<file path="src/rtl/axis_out_framer.sv">
// rtl/axis_out_framer.sv - frames the accelerator result stream with TLAST through a 2-entry skid buffer
// Optional statistics outputs enabled by defining AXIS_OUT_FRAMER_STAT_EN.
module axis_out_framer #(
  parameter int DW   = 64,
  parameter int CNTW = 16
) (
  input  logic              clk,
  input  logic              reset,
  input  logic              start,
  input  logic [CNTW-1:0]   len,
  input  logic              abort,
  input  logic              s_valid,
  input  logic [DW-1:0]     s_data,
  output logic              s_ready,
  output logic              m_valid,
  output logic [DW-1:0]     m_data,
  output logic [DW/8-1:0]   m_strb,
  output logic              m_last,
  input  logic              m_ready,
  output logic              busy,
  output logic              done,
`ifdef AXIS_OUT_FRAMER_STAT_EN
  output logic [CNTW-1:0]   stall_cnt,
  output logic [CNTW-1:0]   frame_cnt,
  output logic              stat_ovf,
`endif
  output logic              start_err
);

  typedef enum logic [1:0] {IDLE, FILL, DRAIN} state_t;

  state_t            state_q, state_d;
  logic [CNTW-1:0]   len_q, len_d, in_cnt_q, in_cnt_d;
  logic              s_ready_q, s_ready_d;
  logic              m_valid_q, m_valid_d, m_last_q, m_last_d;
  logic [DW-1:0]     m_data_q, m_data_d;
  logic              skid_valid_q, skid_valid_d, skid_last_q, skid_last_d;
  logic [DW-1:0]     skid_data_q, skid_data_d;
  logic              done_q, done_d, start_err_q, start_err_d;
  logic              push, pop, push_last, start_ok;
`ifdef AXIS_OUT_FRAMER_STAT_EN
  logic [CNTW-1:0]   stall_cnt_q, stall_cnt_d, frame_cnt_q, frame_cnt_d;
  logic              stat_ovf_q, stat_ovf_d;
`endif

  always_comb begin
    state_d      = state_q;
    len_d        = len_q;
    in_cnt_d     = in_cnt_q;
    m_valid_d    = m_valid_q;
    m_data_d     = m_data_q;
    m_last_d     = m_last_q;
    skid_valid_d = skid_valid_q;
    skid_data_d  = skid_data_q;
    skid_last_d  = skid_last_q;
    start_err_d  = 1'b0;
    push         = s_valid & s_ready_q;
    pop          = m_valid_q & m_ready;
    push_last    = (in_cnt_q == len_q - CNTW'(1));
    start_ok     = (state_q == IDLE) & start & (len != '0) & ~abort;
    done_d       = pop & m_last_q;

    if (push) in_cnt_d = in_cnt_q + CNTW'(1);

    // Output register is the head entry; the skid entry only fills while the head is stalled.
    if (pop) begin
      if (skid_valid_q) begin
        m_data_d     = skid_data_q;
        m_last_d     = skid_last_q;
        skid_valid_d = push;
        if (push) begin
          skid_data_d = s_data;
          skid_last_d = push_last;
        end
      end else begin
        m_valid_d = push;
        m_last_d  = push & push_last;
        if (push) m_data_d = s_data;
      end
    end else if (push) begin
      if (!m_valid_q) begin
        m_valid_d = 1'b1;
        m_data_d  = s_data;
        m_last_d  = push_last;
      end else begin
        skid_valid_d = 1'b1;
        skid_data_d  = s_data;
        skid_last_d  = push_last;
      end
    end

    case (state_q)
      IDLE: begin
        if (start && len != '0) begin
          len_d    = len;
          in_cnt_d = '0;
          state_d  = FILL;
        end else if (start) begin
          start_err_d = 1'b1;
        end
      end
      FILL:    if (push && push_last) state_d = DRAIN;
      DRAIN:   if (done_d) state_d = IDLE;
      default: state_d = IDLE;
    endcase

    if (abort) begin
      state_d      = IDLE;
      m_valid_d    = 1'b0;
      m_last_d     = 1'b0;
      skid_valid_d = 1'b0;
      done_d       = 1'b0;
      start_err_d  = 1'b0;
    end

    s_ready_d = (state_d == FILL) & ~(m_valid_d & skid_valid_d);

`ifdef AXIS_OUT_FRAMER_STAT_EN
    stall_cnt_d = stall_cnt_q;
    frame_cnt_d = frame_cnt_q;
    stat_ovf_d  = stat_ovf_q;
    if (start_ok) stall_cnt_d = '0;
    else if (m_valid_q && !m_ready && stall_cnt_q != '1) stall_cnt_d = stall_cnt_q + CNTW'(1);
    if (stall_cnt_d == '1) stat_ovf_d = 1'b1;
    if (done_d) frame_cnt_d = frame_cnt_q + CNTW'(1);
`endif
  end

  always_ff @(posedge clk) begin
    if (reset) begin
      state_q      <= IDLE;
      len_q        <= '0;
      in_cnt_q     <= '0;
      s_ready_q    <= 1'b0;
      m_valid_q    <= 1'b0;
      m_data_q     <= '0;
      m_last_q     <= 1'b0;
      skid_valid_q <= 1'b0;
      skid_data_q  <= '0;
      skid_last_q  <= 1'b0;
      done_q       <= 1'b0;
      start_err_q  <= 1'b0;
`ifdef AXIS_OUT_FRAMER_STAT_EN
      stall_cnt_q  <= '0;
      frame_cnt_q  <= '0;
      stat_ovf_q   <= 1'b0;
`endif
    end else begin
      state_q      <= state_d;
      len_q        <= len_d;
      in_cnt_q     <= in_cnt_d;
      s_ready_q    <= s_ready_d;
      m_valid_q    <= m_valid_d;
      m_data_q     <= m_data_d;
      m_last_q     <= m_last_d;
      skid_valid_q <= skid_valid_d;
      skid_data_q  <= skid_data_d;
      skid_last_q  <= skid_last_d;
      done_q       <= done_d;
      start_err_q  <= start_err_d;
`ifdef AXIS_OUT_FRAMER_STAT_EN
      stall_cnt_q  <= stall_cnt_d;
      frame_cnt_q  <= frame_cnt_d;
      stat_ovf_q   <= stat_ovf_d;
`endif
    end
  end

  assign s_ready   = s_ready_q;
  assign m_valid   = m_valid_q;
  assign m_data    = m_data_q;
  assign m_last    = m_last_q;
  assign m_strb    = '1;
  assign busy      = (state_q != IDLE);
  assign done      = done_q;
  assign start_err = start_err_q;
`ifdef AXIS_OUT_FRAMER_STAT_EN
  assign stall_cnt = stall_cnt_q;
  assign frame_cnt = frame_cnt_q;
  assign stat_ovf  = stat_ovf_q;
`endif

endmodule
</file>
<file path="config.mk">
export PLATFORM = sky130hd
export DESIGN_NAME = axis_out_framer
export DESIGN_NICKNAME = d
export VERILOG_FILES = /design/src/rtl/axis_out_framer.sv
export SDC_FILE = /design/constraint.sdc
export NUM_CORES = 1
export LEC_CHECK = 0
export ABC_AREA = 0
export BUFFER_PORTS_ARGS = -buffer_cell sky130_fd_sc_hd__buf_2
export CAP_MARGIN = 20
export CELL_PAD_IN_SITES_DETAIL_PLACEMENT = 0
export CELL_PAD_IN_SITES_GLOBAL_PLACEMENT = 1
export CORE_MARGIN = 2
export CORE_UTILIZATION = 43
export DETAILED_ROUTE_END_ITERATION = 7
export PLACE_DENSITY = 0.89
export SKIP_LAST_GASP = 1
export SYNTH_ARGS = -nofsm -noshare
export SYNTH_HDL_FRONTEND = slang
export SYNTH_SLANG_ARGS = --single-unit
</file>
<file path="constraint.sdc">
create_clock -name clk -period 5.3 [get_ports clk]
set_input_delay 0.53 -clock clk [delete_from_list [all_inputs] [get_ports clk]]
set_output_delay 0.53 -clock clk [all_outputs]
set_load 0.02 [all_outputs]
</file>
==> results of run 1 <==
final cells by class:
class,instances,area [um2]
clock buffers,17,425.4
clock inverters,15,136.4
repair buffers,162,830.8
flip-flops and latches,169,3383
fillers,1594,7889
inverters,8,30.03
multi-input cells,617,3731
well taps,220,275.3
kinds of logic after synthesis:
| logic type | share of synthesized area, % |
|---|---|
| flip-flops | 45.74 |
| multiplexers | 10.98 |
| AO/OA/AOI/OAI | 14.89 |
| AND/OR/NAND/NOR | 19.08 |
| buffers and inverters | 4.601 |
| adder cells (fa/ha/maj) | 0.3382 |
| XOR/XNOR | 4.330 |
| other | 0.05070 |
worst min-delay path by stage:
stage                          startpoint         endpoint  cells after the start  slack [ns]
final                          s_data[32]  skid_data_q[32]                      3        0.34
after global routing           s_data[38]  skid_data_q[38]                      3        0.33
after CTS                      s_data[13]  skid_data_q[13]                      3        0.33
after detailed placement  skid_data_q[16]  skid_data_q[16]                      2        0.45
after global placement    skid_data_q[54]  skid_data_q[54]                      2        0.44
after floorplan               skid_last_q      skid_last_q                      2        0.43
power by group through the flow:
| stage | Clock [W] | Combinational [W] | Sequential, W |
|---|---|---|---|
| 4_1_cts | 0.00120 | 0.000274 | 0.00132 |
| 5_1_grt | 0.00125 | 0.000302 | 0.00133 |
| 6_report | 0.00117 | 0.000273 | 0.00132 |
| 3_5_place_dp | 0 | 0.000274 | 0.00135 |
| 2_1_floorplan | 0 | 0.000167 | 0.00137 |
| 3_3_place_gp | 0 | 0.000272 | 0.00135 |
registers in the layout, indices dropped and copies added, names as in the netlist:
name / count
m_data: 64
skid_data_q: 64
in_cnt_q: 16
len_q: 16
state_q: 2
done: 1
m_last: 1
m_valid: 1
s_ready: 1
skid_last_q: 1
skid_valid_q: 1
start_err: 1
worst min-delay path: stages:
cell                      delay, ns
sky130_fd_sc_hd__buf_2         0.10
sky130_fd_sc_hd__nand2_1       0.05
sky130_fd_sc_hd__a21oi_1       0.05
metrics by stage:
step	hold WS [ns]	power (W)	area, um2	worst slack (ns)	util (%)
floorplan	0.4327	0.001535	7423	2.798	-
global placement	0.4407	0.001623	8250	2.511	49.40
detailed placement	0.4458	0.001625	8250	2.411	49.40
CTS	0.3281	0.002798	8812	2.543	52.76
global route	0.3345	0.002877	8812	2.315	52.76
finish	0.3428	0.002770	8812	2.536	52.76
routing by layer:
metal	global-route usage, %	up-vias
li1	-	3187
met1	26.30	2840
met2	30.63	107
met3	5.649	8
met4	5.729	0
met5	0	-
placed cells by master, fill, tap and decap left out, drive strengths merged, types with 4 or more instances in the layout:
master	synthesis	final
a211oi	68	68
a21oi	73	73
buf	16	162
clkbuf	56	17
clkinv	0	4
clkinvlp	0	5
conb	1	8
dfxtp	169	169
inv	8	14
mux2i	80	80
nand2	150	150
nand3	11	11
nand4	8	8
nor2	114	114
nor3	6	6
nor4	10	10
o21ai	5	5
xnor2	11	11
xor2	23	23
==> out/qor.csv, run 1 <==
stage,metric,value,unit
cts,post-CTS sizing,0,
yosys,number of warnings issued by yosys,0,
yosys,fraction of registers with async set or reset after synthesis,0,%
floorplanning,height of the die,135.2,um
yosys,"Top FF cell, synth",sky130_fd_sc_hd__dfxtp_1,
setup_path,family with the most delay on the worst path,simple AND/OR/NAND/NOR gates,
timing,total negative slack,0,ns
setup_path,required time at the endpoint of the critical path,5.64,ns
route,met3 wire length,1010,um
global_route,overall global routing resource usage,19.55,%
setup_path,Critical Path End Type,flip-flop,
floorplanning,Top-Level Pins,164,
route,number of design rule violations left after detail routing,0,
yosys,total of flip-flops plus latches after synthesis,169,
setup_path,Critical Path Source Type,flip-flop,
floorplanning,die outline area,0.01827,mm2
placed_design,number of cells after detailed placement,1176,
yosys,Unique masters post-synth,59,
setup_path,Setup CP Type,flip-flop to flip-flop,
route,WL final,17920,um
setup_path,Register-to-Register Path Depth,9,
setup_path,biggest cell delay along the critical path,0.52,ns
layout,ANT cells,0,
setup_path,critical path arrival,3.11,ns
route,Top Layer Used,met4,
layout,layout cell share with drive strength beyond 1,21.36,%
global_route,via count of the first global-routing pass,5627,
pwr,proportion of total power due to net switching,26.99,%
route,via count normalized by instance count,5.084,
cts,number of clock buffers inserted by TritonCTS,17,
pwr,part of the total power dissipated in the clock network,42.4,%
timing,"Period Utilization, post-route",52.15,%
worst_hold_path,Hold Path Class,primary input to flip-flop,
global_route,initial antenna violation count,0,
timing,Fin. Hold Viols,0,
cts,root buffer selected by CTS,sky130_fd_sc_hd__clkbuf_16,
layout,area growth from synthesis to final layout,19.13,%
setup_path,Critical path buffers and inverters,1,
route,number of antenna-violating nets in the routed design,0,
setup_path,largest fanout of any net on the critical path,8,
timing,Final Max Slew Viols,0,
route,routed metal-1 wire length,8420,um
global_route,global-route wire length before repair,28540,um
cts,number of clock sinks,169,
setup_path,library cell contributing the largest single delay on the critical path,sky130_fd_sc_hd__or4_1,
setup_path,R2R setup slack,2.54,ns
yosys,cell with the most instances after synthesis,sky130_fd_sc_hd__dfxtp_1,
timing,unrepaired setup endpoints after global routing,no,
floorplanning,chip width,135.2,um
pwr,proportion of power drawn by flip-flops and latches,47.7,%
cts,Bufs on Longest Clock Path,2,
pwr,static power due to leakage,3.858,nW
pwr,Int Pwr,0.002022,W
timing,worst clock skew,0.01183,ns
layout,net total in the final layout,1063,
yosys,cell taking the most area after synthesis,sky130_fd_sc_hd__dfxtp_1,
pwr,maximum VDD drop,0.2222,mV
yosys,largest cells by area after synthesis,"sky130_fd_sc_hd__dfxtp_1 46%, sky130_fd_sc_hd__mux2i_1 11%, sky130_fd_sc_hd__nand2_1 7.6%",
setup_path,Crit Reg-Reg Endpoint,skid_last_q,
flow_run,max-cap violations,0,
setup_path,path length in cells of the critical path,9,
cts,latest clock arrival within the worst-skew pair,0.42,ns
pwr,part of the power in combinational logic,9.9,%
setup_path,Critical Path Start,len_q[0],
yosys,Cells after Synth,859,
cts,Clock transition at path regs,0.07,ns
cts,count of buffers added by post-CTS timing repair for setup,0,
cts,number of levels in the clock H-tree,4,
yosys,synthesized area per cell,8.611,um2
route,number of vias in the routed layout,6142,
placed_design,total of buffers placed on input and output ports,155,
placed_design,DP HPWL,11990,um
yosys,number of synthesized flops with an enable pin,0,
global_route,total overflow reported by the global router,0,
layout,number of cells in the finished layout apart from fillers,1208,
timing,clock period minus worst slack,2.764,ns
yosys,Post-Synthesis Cell Area,0.007397,mm2
pwr,sw power,0.0007477,W
yosys,leading cell types by count after synthesis,"169 x sky130_fd_sc_hd__dfxtp_1, 150 x sky130_fd_sc_hd__nand2_1, 113 x sky130_fd_sc_hd__nor2_1",
timing,final setup vio count,0,
yosys,fraction of post-synthesis cell area in the top cell type by area,45.74,%
timing,slew margin rel.,39.79,%
setup_path,cells along the critical path,inv_1 > ha_1 > or3b_1 > o41ai_2 > nand2_1 > a211oi_2 > nand3_1 > or4_1 > a21oi_1,
yosys,share of the yosys chip area belonging to registers,45.74,%
floorplanning,floorplan core area,0.01670,mm2
timing,Worst-Margin Slew,0.9031,ns
setup_path,end point of the critical path,skid_last_q,
global_route,largest net degree at the start of global routing,85,
timing,Achievable Freq,0.3618,GHz
floorplanning,effective utilization at floorplan,44.29,%
placed_design,placer's final routability congestion estimate,0.8285,
cts,clock tree from TritonCTS,yes,
route,sum of met2 wire segment lengths after detailed routing,8351,um
cts,number of hold buffers added after CTS,0,
route,Routed WL per cell,14.83,um
floorplanning,number of placement rows,47,
route,iteration count of the initial detailed-routing pass,4,
pwr,cell area power density,314.3,mW/mm2
route,Iter 0 DRT Violations,304,
setup_path,worst flop-to-flop path startpoint,len_q[0],
status,run status,"finished, final reports clean",
Power figures use the tool's default switching activity.
==> run 2, diff against run 1 <==
--- a/config.mk
+++ b/config.mk
@@ -5,15 +5,15 @@
 export SDC_FILE = /design/constraint.sdc
 export NUM_CORES = 1
 export LEC_CHECK = 0
-export ABC_AREA = 0
+export ABC_AREA = 1
 export BUFFER_PORTS_ARGS = -buffer_cell sky130_fd_sc_hd__buf_2
 export CAP_MARGIN = 20
 export CELL_PAD_IN_SITES_DETAIL_PLACEMENT = 0
 export CELL_PAD_IN_SITES_GLOBAL_PLACEMENT = 1
 export CORE_MARGIN = 2
-export CORE_UTILIZATION = 43
+export CORE_UTILIZATION = 39
 export DETAILED_ROUTE_END_ITERATION = 7
-export PLACE_DENSITY = 0.89
+export PLACE_DENSITY = 0.85
 export SKIP_LAST_GASP = 1
 export SYNTH_ARGS = -nofsm -noshare
 export SYNTH_HDL_FRONTEND = slang
==> constraint.sdc (replaced) <==
create_clock -name clk -period 2.7 [get_ports clk]
set_input_delay 0.27 -clock clk [delete_from_list [all_inputs] [get_ports clk]]
set_output_delay 0.27 -clock clk [all_outputs]
set_load 0.02 [all_outputs]
==> out/qor.csv, run 2 <==
stage,metric,value,unit,change
status,run status,"finished, final reports clean",,
route,number of vias in the routed layout,6897,,+12%
global_route,via count of the first global-routing pass,6360,,+13%
pwr,proportion of total power due to net switching,24.75,%,-2.2 points
floorplanning,die outline area,0.02027,mm2,+11%
floorplanning,floorplan core area,0.01877,mm2,+12%
setup_path,worst flop-to-flop path startpoint,len_q[0],,
setup_path,Critical Path End Type,flip-flop,,
timing,"Period Utilization, post-route",79.85,%,+28 points
global_route,total overflow reported by the global router,0,,unchanged
yosys,number of warnings issued by yosys,0,,unchanged
cts,number of hold buffers added after CTS,0,,unchanged
layout,"most common cell after layout, fill and taps aside",sky130_fd_sc_hd__nand2_1,,
yosys,cell with the most instances after synthesis,sky130_fd_sc_hd__nand2_1,,
pwr,part of the power in combinational logic,8.0,%,-1.9 points
worst_hold_path,Hold Path Depth,3,,unchanged
setup_path,library cell contributing the largest single delay on the critical path,sky130_fd_sc_hd__dfxtp_1,,
yosys,fraction of registers with async set or reset after synthesis,0,%,unchanged
setup_path,Critical Path Source Type,flip-flop,,
layout,layout filler cell count,1939,,+22%
pwr,static power due to leakage,3.642,nW,-5.6%
cts,number of levels in the clock H-tree,4,,unchanged
setup_path,Crit Reg-Reg Endpoint,s_ready,,
layout,area growth from synthesis to final layout,20.74,%,
setup_path,largest fanout of any net on the critical path,5,,-3
setup_path,Register-to-Register Path Depth,15,,+6
pwr,sw power,0.001367,W,+83%
floorplanning,number of placement rows,50,,+6.4%
route,number of antenna-violating nets in the routed design,0,,unchanged
route,Iter 0 DRT Violations,425,,+40%
route,Routed WL per cell,13.92,um,-6.2%
pwr,proportion of power drawn by flip-flops and latches,46.1,%,-1.6 points
layout,layout cell share with drive strength beyond 1,19.88,%,-1.5 points
yosys,fraction of post-synthesis cell area in the top cell type by area,45.30,%,-0.44 points
yosys,Unique masters post-synth,39,,-34%
global_route,largest net degree at the start of global routing,104,,+22%
timing,final setup vio count,0,,unchanged
setup_path,biggest cell delay along the critical path,0.32,ns,-0.20 ns
cts,root buffer selected by CTS,sky130_fd_sc_hd__clkbuf_16,,
cts,number of clock sinks,169,,unchanged
timing,total negative slack,0,ns,unchanged
setup_path,cells along the critical path,inv_1 > ha_1 > nand3_2 > nor2_2 > nand2_1 > nand2_1 > nand2_1 > nor2_1 > nand3_1 > nor2_1 > nand3_1 > nand2_1 > nand2_1 > nand3_1 > nor2_1,,
setup_path,R2R setup slack,0.54,ns,-1.99 ns
placed_design,total of buffers placed on input and output ports,155,,unchanged
global_route,met2 layer usage reported by global route,32.75,%,+2.1 points
yosys,Cells after Synth,1011,,+18%
setup_path,most used cell along the critical path,sky130_fd_sc_hd__nand2_1,,
setup_path,critical path arrival,2.42,ns,-0.69 ns
timing,unrepaired setup endpoints after global routing,no,,
timing,Final Max Slew Viols,0,,unchanged
timing,worst clock skew,0.01533,ns,+0.003498 ns
global_route,initial antenna violation count,1,,+1
global_route,global-route wire length before repair,31280,um,+9.6%
floorplanning,effective utilization at floorplan,39.79,%,-4.5 points
setup_path,Critical path buffers and inverters,1,,unchanged
pwr,cell area power density,612.5,mW/mm2,+95%
route,via count normalized by instance count,4.973,,-2.2%
setup_path,Setup CP Type,flip-flop to flip-flop,,
floorplanning,Top-Level Pins,164,,unchanged
cts,Clock transition at path regs,0.07,ns,about the same
floorplanning,chip width,142.4,um,+5.3%
yosys,synthesized area per cell,7.387,um2,-14%
route,number of design rule violations left after detail routing,0,,unchanged
cts,clock tree from TritonCTS,yes,,
layout,"top library cells by usage in the layout, fill and taps aside","201 x sky130_fd_sc_hd__nand2_1, 169 x sky130_fd_sc_hd__dfxtp_1, 155 x sky130_fd_sc_hd__buf_2",,
worst_hold_path,Hold Path Class,primary input to flip-flop,,
timing,Worst-Margin Slew,1.069,ns,+0.1655 ns
timing,final-layout worst hold slack,0.1149,ns,-0.2279 ns
global_route,routing layer with the top usage in global route,met2,,
yosys,cell taking the most area after synthesis,sky130_fd_sc_hd__dfxtp_1,,
route,iteration count of the initial detailed-routing pass,5,,+1
timing,Fin. Hold Viols,0,,unchanged
timing,slew margin rel.,28.76,%,-11 points
setup_path,required time at the endpoint of the critical path,2.96,ns,-2.68 ns
timing,clock period minus worst slack,2.156,ns,-0.6080 ns
flow_run,max-cap violations,0,,unchanged
yosys,total of flip-flops plus latches after synthesis,169,,unchanged
global_route,met3 track utilization from global routing,3.634,%,-2.0 points
yosys,share of the yosys chip area belonging to registers,45.30,%,-0.44 points
yosys,Post-Synthesis Cell Area,0.007468,mm2,+0.96%
global_route,overall global routing resource usage,19.18,%,-0.37 points
yosys,number of synthesized flops with an enable pin,0,,unchanged
global_route,global routing met1 resource utilization,24.86,%,-1.4 points
cts,number of clock buffers inserted by TritonCTS,17,,unchanged
layout,net total in the final layout,1227,,+15%
timing,Achievable Freq,0.4638,GHz,+28%
layout,Finished Cell Area,0.009017,mm2,+2.3%
cts,latest clock arrival within the worst-skew pair,0.42,ns,about the same
pwr,Int Pwr,0.004156,W,+110%
cts,count of buffers added by post-CTS timing repair for setup,0,,unchanged
cts,post-CTS sizing,0,,unchanged
placed_design,placement-stage cell area,0.008401,mm2,+1.8%
pwr,maximum VDD drop,0.4439,mV,+100%
pwr,part of the total power dissipated in the clock network,45.9,%,+3.5 points
yosys,leading cell types by count after synthesis,"202 x sky130_fd_sc_hd__nand2_1, 169 x sky130_fd_sc_hd__dfxtp_1, 146 x sky130_fd_sc_hd__nor2_1",,
cts,Bufs on Longest Clock Path,2,,unchanged
floorplanning,height of the die,142.4,um,+5.3%
yosys,largest cells by area after synthesis,"sky130_fd_sc_hd__dfxtp_1 45%, sky130_fd_sc_hd__nand2_1 10%, sky130_fd_sc_hd__nor2_1 7.3%",,
yosys,"Top FF cell, synth",sky130_fd_sc_hd__dfxtp_1,,
worst_hold_path,Min-Delay Endpoint,skid_data_q[17],,
placed_design,DP HPWL,13000,um,+8.5%
worst_hold_path,hold path startpoint,s_data[17],,
route,WL final,19300,um,+7.7%
setup_path,family with the most delay on the worst path,simple AND/OR/NAND/NOR gates,,
placed_design,placer's final routability congestion estimate,0.8402,,+1.4%
## run 2: cell types whose count changed after synthesis, sizes merged, moves of 20 or more
cell / delta
o21ai: +87
nor2: +40
a311oi: +24
inv: +78
nand2: +54
a211oi: -67
a21oi: +20
o211ai: +39
mux2i: -80
## run 2: worst max-delay path by stage
stage	startpoint	cells after the start	end	slack, ns
3_5_place_dp	len_q[0]	15	s_ready	0.58
6_report	len_q[0]	15	s_ready	0.54
2_1_floorplan	len_q[0]	15	s_ready	0.92
3_3_place_gp	len_q[0]	15	s_ready	0.61
5_1_grt	len_q[0]	15	s_ready	0.22
4_1_cts	len_q[0]	15	s_ready	0.57
## run 2: kinds of logic after synthesis
| logic type | share of synthesized area, % |
|---|---|
| AND/OR/NAND/NOR | 22.75 |
| flip-flops | 45.30 |
| adder cells (fa/ha/maj) | 0.3350 |
| XOR/XNOR | 3.183 |
| other | 0.05021 |
| buffers and inverters | 8.377 |
| AO/OA/AOI/OAI | 20.00 |
## run 2: area by class of cell
type	instances	area [um2]	area share, %
multi-input combinational	695	3496	38.77
tap	234	292.8	3.247
antenna	1	2.502	0.02775
clock buffer	17	425.4	4.718
inverter	88	330.3	3.663
sequential	169	3383	37.52
timing repair buffer	168	898.4	9.963
clock inverter	15	188.9	2.095
## run 2: power groups by stage
stage                     sequential (W)  combinational [W]  clock (W)
after floorplan                  0.00260           0.000288          0
after global placement           0.00260           0.000445          0
after detailed placement         0.00260           0.000445          0
after CTS                        0.00254           0.000446    0.00260
after global routing             0.00255           0.000507    0.00269
final                            0.00254           0.000443    0.00254
## run 2: worst register-to-register path, cell delays in order, from the launching register on
cell and delay, ns:
sky130_fd_sc_hd__dfxtp_1 0.32, sky130_fd_sc_hd__inv_1 0.14, sky130_fd_sc_hd__ha_1 0.25, sky130_fd_sc_hd__nand3_2 0.15, sky130_fd_sc_hd__nor2_2 0.22, sky130_fd_sc_hd__nand2_1 0.08, sky130_fd_sc_hd__nand2_1 0.08, sky130_fd_sc_hd__nand2_1 0.05
sky130_fd_sc_hd__nor2_1 0.09, sky130_fd_sc_hd__nand3_1 0.11, sky130_fd_sc_hd__nor2_1 0.18, sky130_fd_sc_hd__nand3_1 0.09, sky130_fd_sc_hd__nand2_1 0.06, sky130_fd_sc_hd__nand2_1 0.06, sky130_fd_sc_hd__nand3_1 0.07, sky130_fd_sc_hd__nor2_1 0.04
## run 2: routing by layer
layer | share of wire (%) | wire length (um)
met1 | 46 | 8877
met2 | 49 | 9384
met3 | 4.1 | 783
met4 | 1.3 | 259
met5 | 0 | 0
## run 2: through the flow
step	setup WS (ns)	utilization, %	instances	power (W)
floorplan	0.9187	-	1018	0.002888
CTS	0.5682	48.03	1386	0.005588
global placement	0.6056	44.76	1354	0.003046
finish	0.5440	48.05	1387	0.005523
global route	0.2169	48.05	1387	0.005748
detailed placement	0.5830	44.76	1354	0.003045
==> run 3, diff against run 2 <==
--- a/config.mk
+++ b/config.mk
@@ -11,9 +11,9 @@
 export CELL_PAD_IN_SITES_DETAIL_PLACEMENT = 0
 export CELL_PAD_IN_SITES_GLOBAL_PLACEMENT = 1
 export CORE_MARGIN = 2
-export CORE_UTILIZATION = 39
+export CORE_UTILIZATION = 35
 export DETAILED_ROUTE_END_ITERATION = 7
-export PLACE_DENSITY = 0.85
+export PLACE_DENSITY = 0.81
 export SKIP_LAST_GASP = 1
 export SYNTH_ARGS = -nofsm -noshare
 export SYNTH_HDL_FRONTEND = slang
==> constraint.sdc (replaced) <==
create_clock -name clk -period 1.9 [get_ports clk]
set_input_delay 0.19 -clock clk [delete_from_list [all_inputs] [get_ports clk]]
set_output_delay 0.19 -clock clk [all_outputs]
set_load 0.02 [all_outputs]
==> out/qor.csv, run 3 (synthesis gave the netlist of run 2 again) <==
stage,metric,value,unit,change
route,number of antenna-violating nets in the routed design,0,,unchanged
cts,number of clock buffers inserted by TritonCTS,17,,unchanged
layout,layout cell share with drive strength beyond 1,25.83,%,+5.9 points
setup_path,required time at the endpoint of the critical path,2.21,ns,-0.75 ns
worst_hold_path,Hold Path Class,primary input to flip-flop,,
setup_path,cells along the critical path,ha_4 > inv_2 > nor3_4 > nand2_1 > nor2_1 > inv_1 > nor2_2 > nand4_1 > nor3_2 > a21oi_1 > o21a_1,,
route,Top Layer Used,met4,,
route,number of vias in the routed layout,7102,,+3.0%
cts,Clock transition at path regs,0.07,ns,about the same
route,sum of met2 wire segment lengths after detailed routing,9714,um,+3.5%
layout,Finished Cell Area,0.009489,mm2,+5.2%
timing,Achievable Freq,0.5327,GHz,+15%
placed_design,placer's final routability congestion estimate,0.8709,,+3.7%
route,Routed WL per cell,14.35,um,+3.1%
global_route,largest net degree at the start of global routing,77,,-26%
status,run status,"finished, final reports clean",,
floorplanning,Top-Level Pins,164,,unchanged
pwr,total design power,0.007762,W,+41%
timing,Fin. Hold Viols,0,,unchanged
setup_path,family with the most delay on the worst path,simple AND/OR/NAND/NOR gates,,
route,via count normalized by instance count,4.874,,-2.0%
timing,slew margin rel.,63.21,%,+34 points
floorplanning,number of placement rows,53,,+6.0%
cts,root buffer selected by CTS,sky130_fd_sc_hd__clkbuf_16,,
pwr,static power due to leakage,3.835,nW,+5.3%
setup_path,critical path arrival,2.19,ns,-0.23 ns
timing,final setup vio count,0,,unchanged
global_route,total overflow reported by the global router,0,,unchanged
global_route,initial antenna violation count,2,,+1
cts,number of hold buffers added after CTS,0,,unchanged
timing,unrepaired setup endpoints after global routing,yes,,
setup_path,biggest cell delay along the critical path,0.37,ns,+0.05 ns
timing,Final Max Slew Viols,0,,unchanged
cts,number of clock sinks,169,,unchanged
layout,net total in the final layout,1256,,+2.4%
global_route,global-route wire length before repair,32890,um,+5.1%
setup_path,Critical Path Source Type,flip-flop,,
global_route,overall global routing resource usage,18.22,%,-0.96 points
floorplanning,height of the die,150.1,um,+5.4%
setup_path,Setup CP Type,flip-flop to flip-flop,,
layout,"most common cell after layout, fill and taps aside",sky130_fd_sc_hd__nand2_1,,
route,iteration count of the initial detailed-routing pass,5,,unchanged
route,routed metal-1 wire length,9974,um,+12%
floorplanning,die outline area,0.02252,mm2,+11%
cts,latest clock arrival within the worst-skew pair,0.42,ns,about the same
placed_design,total of buffers placed on input and output ports,155,,unchanged
layout,"top library cells by usage in the layout, fill and taps aside","190 x sky130_fd_sc_hd__nand2_1, 161 x sky130_fd_sc_hd__dfxtp_1, 155 x sky130_fd_sc_hd__buf_2",,
setup_path,library cell contributing the largest single delay on the critical path,sky130_fd_sc_hd__dfxtp_4,,
flow_run,max-cap violations,0,,unchanged
timing,clock period minus worst slack,1.877,ns,-0.2789 ns
route,Iter 0 DRT Violations,319,,-25%
timing,Worst-Margin Slew,0.5519,ns,-0.5167 ns
route,met3 wire length,883,um,+13%
layout,area growth from synthesis to final layout,27.06,%,
timing,"Period Utilization, post-route",98.80,%,+19 points
cts,Bufs on Longest Clock Path,2,,unchanged
cts,clock tree from TritonCTS,yes,,
cts,number of levels in the clock H-tree,4,,unchanged
setup_path,Critical path buffers and inverters,2,,+1
floorplanning,floorplan core area,0.02096,mm2,+12%
setup_path,R2R setup slack,0.02,ns,-0.52 ns
global_route,via count of the first global-routing pass,6524,,+2.6%
route,number of design rule violations left after detail routing,0,,unchanged
route,WL final,20910,um,+8.3%
placed_design,DP HPWL,13710,um,+5.5%
timing,worst clock skew,0.009747,ns,-0.005585 ns
setup_path,largest fanout of any net on the critical path,4,,-1
placed_design,placement-stage cell area,0.008640,mm2,+2.8%
pwr,maximum VDD drop,0.5843,mV,+32%
floorplanning,effective utilization at floorplan,35.64,%,-4.2 points
floorplanning,chip width,150.1,um,+5.4%
setup_path,Critical Path End Type,flip-flop,,
pwr,cell area power density,817.9,mW/mm2,+34%
## run 3: cell count changes in the layout (fill, tap and decap cells not counted), sizes merged
cell,change
buf,+28
bufinv,-2
clkbuf,+1
clkinv,+4
clkinvlp,-2
## run 3: routing by layer
layer | GRT usage [%] | vias up
met3 | 4.238 | 18
met4 | 5.047 | 0
met2 | 29.63 | 146
met1 | 24.20 | 3303
li1 | - | 3635
met5 | 0 | -
## run 3: power by group
group,internal (W),switching [W]
clock,0.00184,0.00154
sequential,0.00358,0.0000450
combinational,0.000307,0.000453
## run 3: final cells by class
cell class	count	area, um2
repair buffers	197	1179
fillers	2210	11470
well taps	275	344.1
clock inverters	15	142.6
clock buffers	17	425.4
flip-flops and latches	169	3398
inverters	88	334.1
multi-input cells	695	3664
diodes	1	2.502
## run 3: worst paths after layout
check / start / to / cells after the start
worst max-delay path: in_cnt_q[1] / in_cnt_q[14] / 11
worst min-delay path: s_data[16] / skid_data_q[16] / 3
worst max register to register: in_cnt_q[1] / in_cnt_q[14] / 11
worst min register to register: skid_data_q[57] / skid_data_q[57] / 2
## run 3: metrics by stage
stage                     hold WS [ns]  setup WS [ns]  util [%]  setup TNS, ns  std cells
final                          0.03486        0.02282     45.28              0       1457
after global placement          0.4373       -0.02502     41.23       -0.03904       1415
after CTS                      0.02358        0.01669     44.06              0       1447
after global routing           0.02859        -0.1144     45.27        -0.2054       1456
after detailed placement        0.4419       -0.05967     41.23        -0.1058       1415
after floorplan                 0.3343         0.1187         -              0       1018
## run 3: timing repair
item / in CTS / in global routing
setup buffers: 0 / 8
hold endpoints to repair: 0 / 0
setup endpoints to repair: 4 / 94
gates cloned: 0 / 1
pin swaps: 0 / 26
resized for setup: 6 / 57
## run 3: worst reg2reg max path: cells and delay by family, from the launching register on
family / cells / cell delay (ns)
DFF: 1 / 0.37
and+or+nand+nor: 6 / 0.99
AOI/OAI and AO/OA: 2 / 0.19
buffers and inverters: 2 / 0.11
adders and majority gates: 1 / 0.13
